### src/rtl/regfile.sv
// GeMIPS 32 x 32-bit register file with one write port and two read ports.
// Reads bypass a same-cycle write, and the file emits a registered commit trace and a commit counter.
module regfile #(
  parameter int DATA_W = 32,
  parameter int ADDR_W = 5,
  parameter int CNT_W  = 32
) (
  input  logic              clk,
  input  logic              rst,
  input  logic              we_i,
  input  logic [ADDR_W-1:0] waddr_i,
  input  logic [DATA_W-1:0] wdata_i,
  input  logic              re1_i,
  input  logic [ADDR_W-1:0] raddr1_i,
  output logic [DATA_W-1:0] rdata1_o,
  input  logic              re2_i,
  input  logic [ADDR_W-1:0] raddr2_i,
  output logic [DATA_W-1:0] rdata2_o,
  output logic              dbg_we_o,
  output logic [ADDR_W-1:0] dbg_waddr_o,
  output logic [DATA_W-1:0] dbg_wdata_o,
  output logic [CNT_W-1:0]  commit_cnt_o
);

  localparam int NREGS = 2 ** ADDR_W;
  localparam int NPORTS = 2;
  localparam logic [CNT_W-1:0] CNT_ONE = {{(CNT_W-1){1'b0}}, 1'b1};

  logic commit;
  logic [DATA_W-1:0] regs [NREGS];

  assign commit = we_i && (waddr_i != '0) && !rst;

  // Storage is flops rather than block RAM because reset clears every entry in one cycle.
  for (genvar gi = 0; gi < NREGS; gi++) begin : gen_reg
    if (gi == 0) begin : gen_zero
      assign regs[gi] = '0;
    end else begin : gen_flop
      logic [DATA_W-1:0] q_reg;

      always_ff @(posedge clk) begin
        if (rst) begin
          q_reg <= '0;
        end else if (commit && (waddr_i == ADDR_W'(gi))) begin
          q_reg <= wdata_i;
        end
      end

      assign regs[gi] = q_reg;
    end
  end

  logic [NPORTS-1:0] re_vec;
  logic [ADDR_W-1:0] raddr_vec [NPORTS];

  assign re_vec       = {re2_i, re1_i};
  assign raddr_vec[0] = raddr1_i;
  assign raddr_vec[1] = raddr2_i;

  for (genvar gi = 0; gi < NPORTS; gi++) begin : gen_rd
    logic [DATA_W-1:0] data;

    // The $0 check comes before the bypass so a write to $0 never leaks onto a read port.
    always_comb begin
      data = '0;
      if (rst || !re_vec[gi] || (raddr_vec[gi] == '0)) begin
        data = '0;
      end else if (we_i && (raddr_vec[gi] == waddr_i)) begin
        data = wdata_i;
      end else begin
        data = regs[raddr_vec[gi]];
      end
    end
  end

  assign rdata1_o = gen_rd[0].data;
  assign rdata2_o = gen_rd[1].data;

  logic              dbg_we_reg;
  logic [ADDR_W-1:0] dbg_waddr_reg;
  logic [DATA_W-1:0] dbg_wdata_reg;
  logic [CNT_W-1:0]  commit_cnt_reg;

  // Address and data of the trace hold their last commit so a difftest can sample them lazily.
  always_ff @(posedge clk) begin
    if (rst) begin
      dbg_we_reg     <= 1'b0;
      dbg_waddr_reg  <= '0;
      dbg_wdata_reg  <= '0;
      commit_cnt_reg <= '0;
    end else begin
      dbg_we_reg <= commit;
      if (commit) begin
        dbg_waddr_reg  <= waddr_i;
        dbg_wdata_reg  <= wdata_i;
        commit_cnt_reg <= commit_cnt_reg + CNT_ONE;
      end
    end
  end

  assign dbg_we_o     = dbg_we_reg;
  assign dbg_waddr_o  = dbg_waddr_reg;
  assign dbg_wdata_o  = dbg_wdata_reg;
  assign commit_cnt_o = commit_cnt_reg;

endmodule

### config.mk
export PLATFORM = sky130hd
export DESIGN_NAME = regfile
export DESIGN_NICKNAME = d
export VERILOG_FILES = /design/src/rtl/regfile.sv
export SDC_FILE = /design/constraint.sdc
export NUM_CORES = 2
export LEC_CHECK = 0
export CAP_MARGIN = 20
export CELL_PAD_IN_SITES_DETAIL_PLACEMENT = 0
export CELL_PAD_IN_SITES_GLOBAL_PLACEMENT = 2
export CORE_ASPECT_RATIO = 1.5
export CORE_MARGIN = 5
export CORE_UTILIZATION = 39
export CTS_CLUSTER_SIZE = 12
export DETAILED_ROUTE_END_ITERATION = 6
export PLACE_DENSITY = 0.89
export SETUP_SLACK_MARGIN = 0.05
export SYNTH_ARGS = -nofsm -noshare
export SYNTH_HDL_FRONTEND = slang
export SYNTH_SLANG_ARGS = --single-unit
### constraint.sdc
create_clock -name clk -period 3.8 [get_ports clk]
set_clock_uncertainty 0.1 [all_clocks]
set_input_delay 0.76 -clock clk [delete_from_list [all_inputs] [get_ports clk]]
set_output_delay 0.76 -clock clk [all_outputs]
set_load 0.01 [all_outputs]
# After elaboration in Yosys (flattened, before gate mapping)
# Index checks and enable logic that the tools add are counted.
[classes] addsub=1 n_reduce_logical=45 eq_ne=33 mux=10 bitwise=2 order_cmp=2
[ops] cell="32-bit binary-select mux with 5-bit select" count=2
[ops] cell="32-bit two-way mux" count=8
[ops] cell="5-bit equality test (second input constant)" count=16
[ops] cell="5-bit by 4-bit equality test with 1-bit output (second input constant)" count=8
[ops] cell="1-bit logical AND" count=35
[ops] cell="32-bit by 1-bit adder with 32-bit output (second input constant)" count=1
[ops] cell="5-bit by 3-bit equality test with 1-bit output (second input constant)" count=4
[ops] cell="6-bit >= comparator (second input constant)" count=2
[ops] cell="5-bit inverter with 6-bit output" count=2
[ops] cell="5-bit by 2-bit equality test with 1-bit output (second input constant)" count=2
[ops] cell="5-bit equality test" count=2
[ops] cell="5-bit zero test" count=2
[ops] cell="5-bit by 1-bit equality test with 1-bit output (second input constant)" count=1
[ops] cell="5-bit nonzero test" count=1
[ops] cell="1-bit logical OR" count=4
[ops] cell="1-bit zero test" count=3
[totals] in_bits=52 regBits=1062 out_inout_bits=134 elab_cells=128

# Depth between registers and ports, before layout
[logic_depth] depth_word=6 depth_mapped=10 depth_no_buf=5

# Worst setup path after synthesis
# Ideal clock, no wire load.
[synth_timing] kind="input port to output port" startpoint="in raddr2_i[1]" endpoint="out rdata2_o[23]" stages=7 arrival_time_ns=2.448 n_path_buf=4 slack_ns=0.492 t_required_ns=2.940 cell_sequence="clkbuf_2 -> buf_2 -> buf_2 -> clkbuf_1 -> mux4_2 -> a221oi_1 -> o221ai_1"
[synth_between] elab_chain_len=6 elab_cells_between_ends=10 cone_classes="eq/ne (1); mux (5); bitwise (1); reduce/logical (3)"
[synth_lines] item="start, declared" line_no="17" rtl="input logic [ADDR_W-1:0] raddr2_i,"
[synth_lines] item="5-bit inverter with 6-bit output (not written as such)" line_no="71" rtl="data = regs[raddr_vec[gi]];"
[synth_lines] item="32-bit binary-select mux with 5-bit select" line_no="71"
[synth_lines] item="32-bit two-way mux (not written as such) (2 in a row)" line_no="71"
[synth_lines] item="32-bit two-way mux" line_no="68" rtl="end else if (we_i && (raddr_vec[gi] == waddr_i)) begin"
[synth_lines] item="32-bit two-way mux *" line_no="66" rtl="if (rst || !re_vec[gi] || (raddr_vec[gi] == '0)) begin"
[synth_lines] item="end, declared" line_no="18" rtl="output logic [DATA_W-1:0] rdata2_o,"
# Every way passes the cells marked *; elsewhere a longest branch is shown, timed or not. The select of a mux whose other input is x is not followed.

# Final worst setup path
[layout_timing] startpoint="in raddr2_i[1]" endpoint="out rdata2_o[29]"
# The elaborated chain is that of the path after synthesis.

==> flow_metrics.tcl <==
set metrics [dict create \
    status "finished, violations left" \
    violations "design-rule violations" \
    p_per_area_nw_per_um2 370 \
    dr_total_vias 52700 \
    slowest_delay_ns 0.36 \
    async_reset_ff_share_pct 0 \
    layout.nets 6622 \
    drtIter0Drc 7010 \
    largest_reg_flops 992 \
    nFillCells 12700 \
    rows 167 \
    syn_area_um2 53800 \
    yosysSeqAreaShare_pct 39.5 \
    grt_pass1_vias 50500 \
    r2r-end "commit_cnt_o[31]$_SDFFE_PP0P_" \
    area_growth_pct 25.6 \
    cp.arrival_ns 2.94 \
    synth_seq_cells 1062 \
    final-setup-viol-count 0 \
    clock_sinks 1062 \
    vdd_drop_max_uv 333 \
    leakagePower_nw 22.7 \
    ctsHoldBuffers 0 \
    period_needed_ns 3.80 \
    layout-drive-gt1-share_pct 25.8 \
    r2r_slack_ns 1.54 \
    vias_per_cell 6.25 \
    synth_cells 6243 \
    routed.top_layer "met5" \
    wl_met3_mm 33.2 \
    synthMostInstantiatedCell "nand2_1" \
    reg2reg_depth 5 \
    cp.required_ns 2.94 \
    coreArea_um2 138000 \
    min-delay-start "wdata_i[28]" \
    whs_ns 0.262 \
    worstSetupEndpoint "rdata2_o[29]" \
    final_hold_viol_count 0 \
    die_y_um 465 \
    root_buffer "clkbuf_16" \
    worst_setup_path_start_kind "input pin" \
    synth-edff-count 0 \
    mappedNetlistNets 6296 \
    ioPinCount 186 \
    synth_area_leaders "dfxtp_1 (40%), mux4_2 (18%), nand2_1 (15%), a21oi_1 (9.9%), clkbuf_1 (3.2%)" \
    hold_class "input pin to flip-flop" \
    dieArea_um2 146000 \
    syn_avg_cell_area_um2 8.62 \
    portBuffers 185 \
    cpMaxStageDelayCell "mux4_2" \
    hpwlAfterDp_mm 175 \
    wl_met2_mm 116 \
    setup.worst_path.end_class "output port" \
    startpoint "raddr2_i[1]" \
    met1_length_mm 88.0 \
    overflow 0 \
    route.detailed.drc 2 \
    crit_chain "clkbuf_8, buf_8, buf_12, mux4_2, a22o_1, a2111oi_4, buf_6, o31ai_2, buf_4, dlygate4sd2_1" \
    fin_setup_tns_ns 0 \
    grt_max_degree 238 \
    rr_startpoint "commit_cnt_o[7]$_SDFFE_PP0P_" \
    drtAntennaViolNets 0 \
    clk_pin_slew_ns 0.06 \
    netlist.area_leader.share_pct 39.5 \
    max_freq_ghz 0.263 \
    utilization_pct 49.1 \
    antenna_found_initial 19 \
    start_util_pct 39.1 \
    synth_flop_cell "dfxtp_1" \
    max_slew.worst_pin.slew_ns 1.23 \
    finalCritPeriodShare_pct 100 \
    insertion_delay_ns 0.73 \
    cp_max_fo 12 \
    yosys_warnings 0 \
    yosys.area.top_type "dfxtp_1" \
    synth.distinct_cells 70 \
    cts_buffer_depth 3 \
    routed_wl_mm 264 \
    synthTopCellsByCount "nand2_1 (2142), dfxtp_1 (1062), a21oi_1 (1060), clkbuf_1 (464), mux4_2 (424)" \
    slew_headroom_pct 18.0 \
    grt_usage_pct 34.8 \
    grt_pass1_wl_mm 370 \
    die_w_um 313 \
    dr.pass1.iters 7 \
    routedWlPerCell_um 31.3 \
    cap_viol_max_count 0 \
    htree_levels 3 \
    cts_buffers 108 \
    criticalPathCategory "input pin to output port" \
    maxSlewViolCount 0 \
    gp_congestion 1.02 \
    cts_tree "yes" \
    total_power_w 0.0250 \
    grt_setup_unrepaired "true" \
]
## critical path: cells and delay by family
kind | cells | cell delay [ns]
compound gates | 3 | 0.65
mux | 1 | 0.36
buf+inv | 6 | 1.14
## what timing repair did
action | in CTS | in global routing
pin swaps | 34 | 30
cloned | 13 | 1
setup buffers | 46 | 46
resized for setup | 516 | 151
setup endpoints to repair | 64 | 52
## routing by layer
metal  up-vias  global-route usage (%)
met4         6                    27.2
met3      1184                    11.7
met5         -                       0
li1      22500                       -
met2      3536                    53.3
met1     25400                    39.8
## layout by cell type, fill, tap and decap left out, types with 16 or more instances in the layout
cell type / netlist / routed
clkbuf_1: 464 / 32
nand3_1: 77 / 59
clkbuf_16: 0 / 112
nand3_2: 1 / 17
nand2b_1: 20 / 20
a221o_1: 22 / 22
buf_16: 0 / 27
nor2_1: 106 / 72
buf_12: 1 / 130
o22ai_1: 50 / 41
a22o_1: 35 / 34
buf_8: 0 / 22
a22oi_1: 59 / 38
nor2_4: 0 / 32
xnor2_1: 25 / 21
diode_2: 0 / 16
a22oi_2: 0 / 21
nand2_1: 2142 / 2118
a21oi_1: 1060 / 1056
o21ai_0: 28 / 20
nand2_2: 10 / 33
buf_2: 104 / 56
buf_6: 24 / 55
clkbuf_8: 0 / 25
dfxtp_1: 1062 / 1062
mux2_2: 59 / 58
a221oi_1: 41 / 22
buf_4: 43 / 475
clkdlybuf4s50_1: 0 / 86
mux4_2: 424 / 424
mux2i_1: 90 / 80
## per-stage QoR
| step | cells | area [um^2] | worst slack (ns) |
|---|---|---|---|
| after CTS | 8368 | 66500 | -0.0492 |
| after global placement | 8127 | 61000 | -1.20 |
| final | 8430 | 67600 | 0.00182 |
| after detailed placement | 8129 | 61000 | -1.19 |
| after floorplan | 6243 | 53800 | 0.492 |
| after global routing | 8420 | 67500 | -0.0380 |
## cell families (layout without fill, tap and decap cells)
kind of cell               Yosys count  count (layout)  share of synthesized area, %
and+or+nand+nor                   2469            2469                          18.2
AOI/OAI and AO/OA                 1432            1432                          15.5
DFF                               1062            1062                          39.5
buffers and inverters              673            1070                          5.60
muxes                              574             574                          20.7
xor gates and xnor gates            32              32                         0.521
adders and majority gates            1               1                        0.0232
other                                0              16                             0
## report_power, final
| group | switching [W] | total [W] | internal (W) |
|---|---|---|---|
| registers | 0.0000528 | 0.0113 | 0.0112 |
| logic | 0.00185 | 0.00297 | 0.00112 |
| clock network | 0.00474 | 0.0108 | 0.00604 |
## cell type report
class                      count  area [um^2]  share of cell area [%]
timing repair buffer         881         9360                    13.9
clock buffer                 167         3230                    4.78
antenna                       16         40.0                  0.0593
tap                         1774         2220                    3.29
sequential                  1062        21300                    31.5
clock inverter                14          178                   0.263
inverter                       8         30.0                  0.0445
multi-input combinational   4508        31200                    46.2
## worst min path at each step
stage,endpoint,slack [ns],cells past startpoint
6_report,gen_reg[7].gen_flop.q_reg[28]$_SDFFE_PP0P_,0.26,3
2_1_floorplan,gen_reg[23].gen_flop.q_reg[20]$_SDFFE_PP0P_,0.34,2
3_3_place_gp,dbg_wdata_o[4]$_SDFFE_PP0P_,0.34,2
3_5_place_dp,dbg_wdata_o[2]$_SDFFE_PP0P_,0.35,2
5_1_grt,gen_reg[5].gen_flop.q_reg[28]$_SDFFE_PP0P_,0.27,3
4_1_cts,gen_reg[7].gen_flop.q_reg[28]$_SDFFE_PP0P_,0.25,3
No activity file was read; power rests on OpenSTA's default activity.
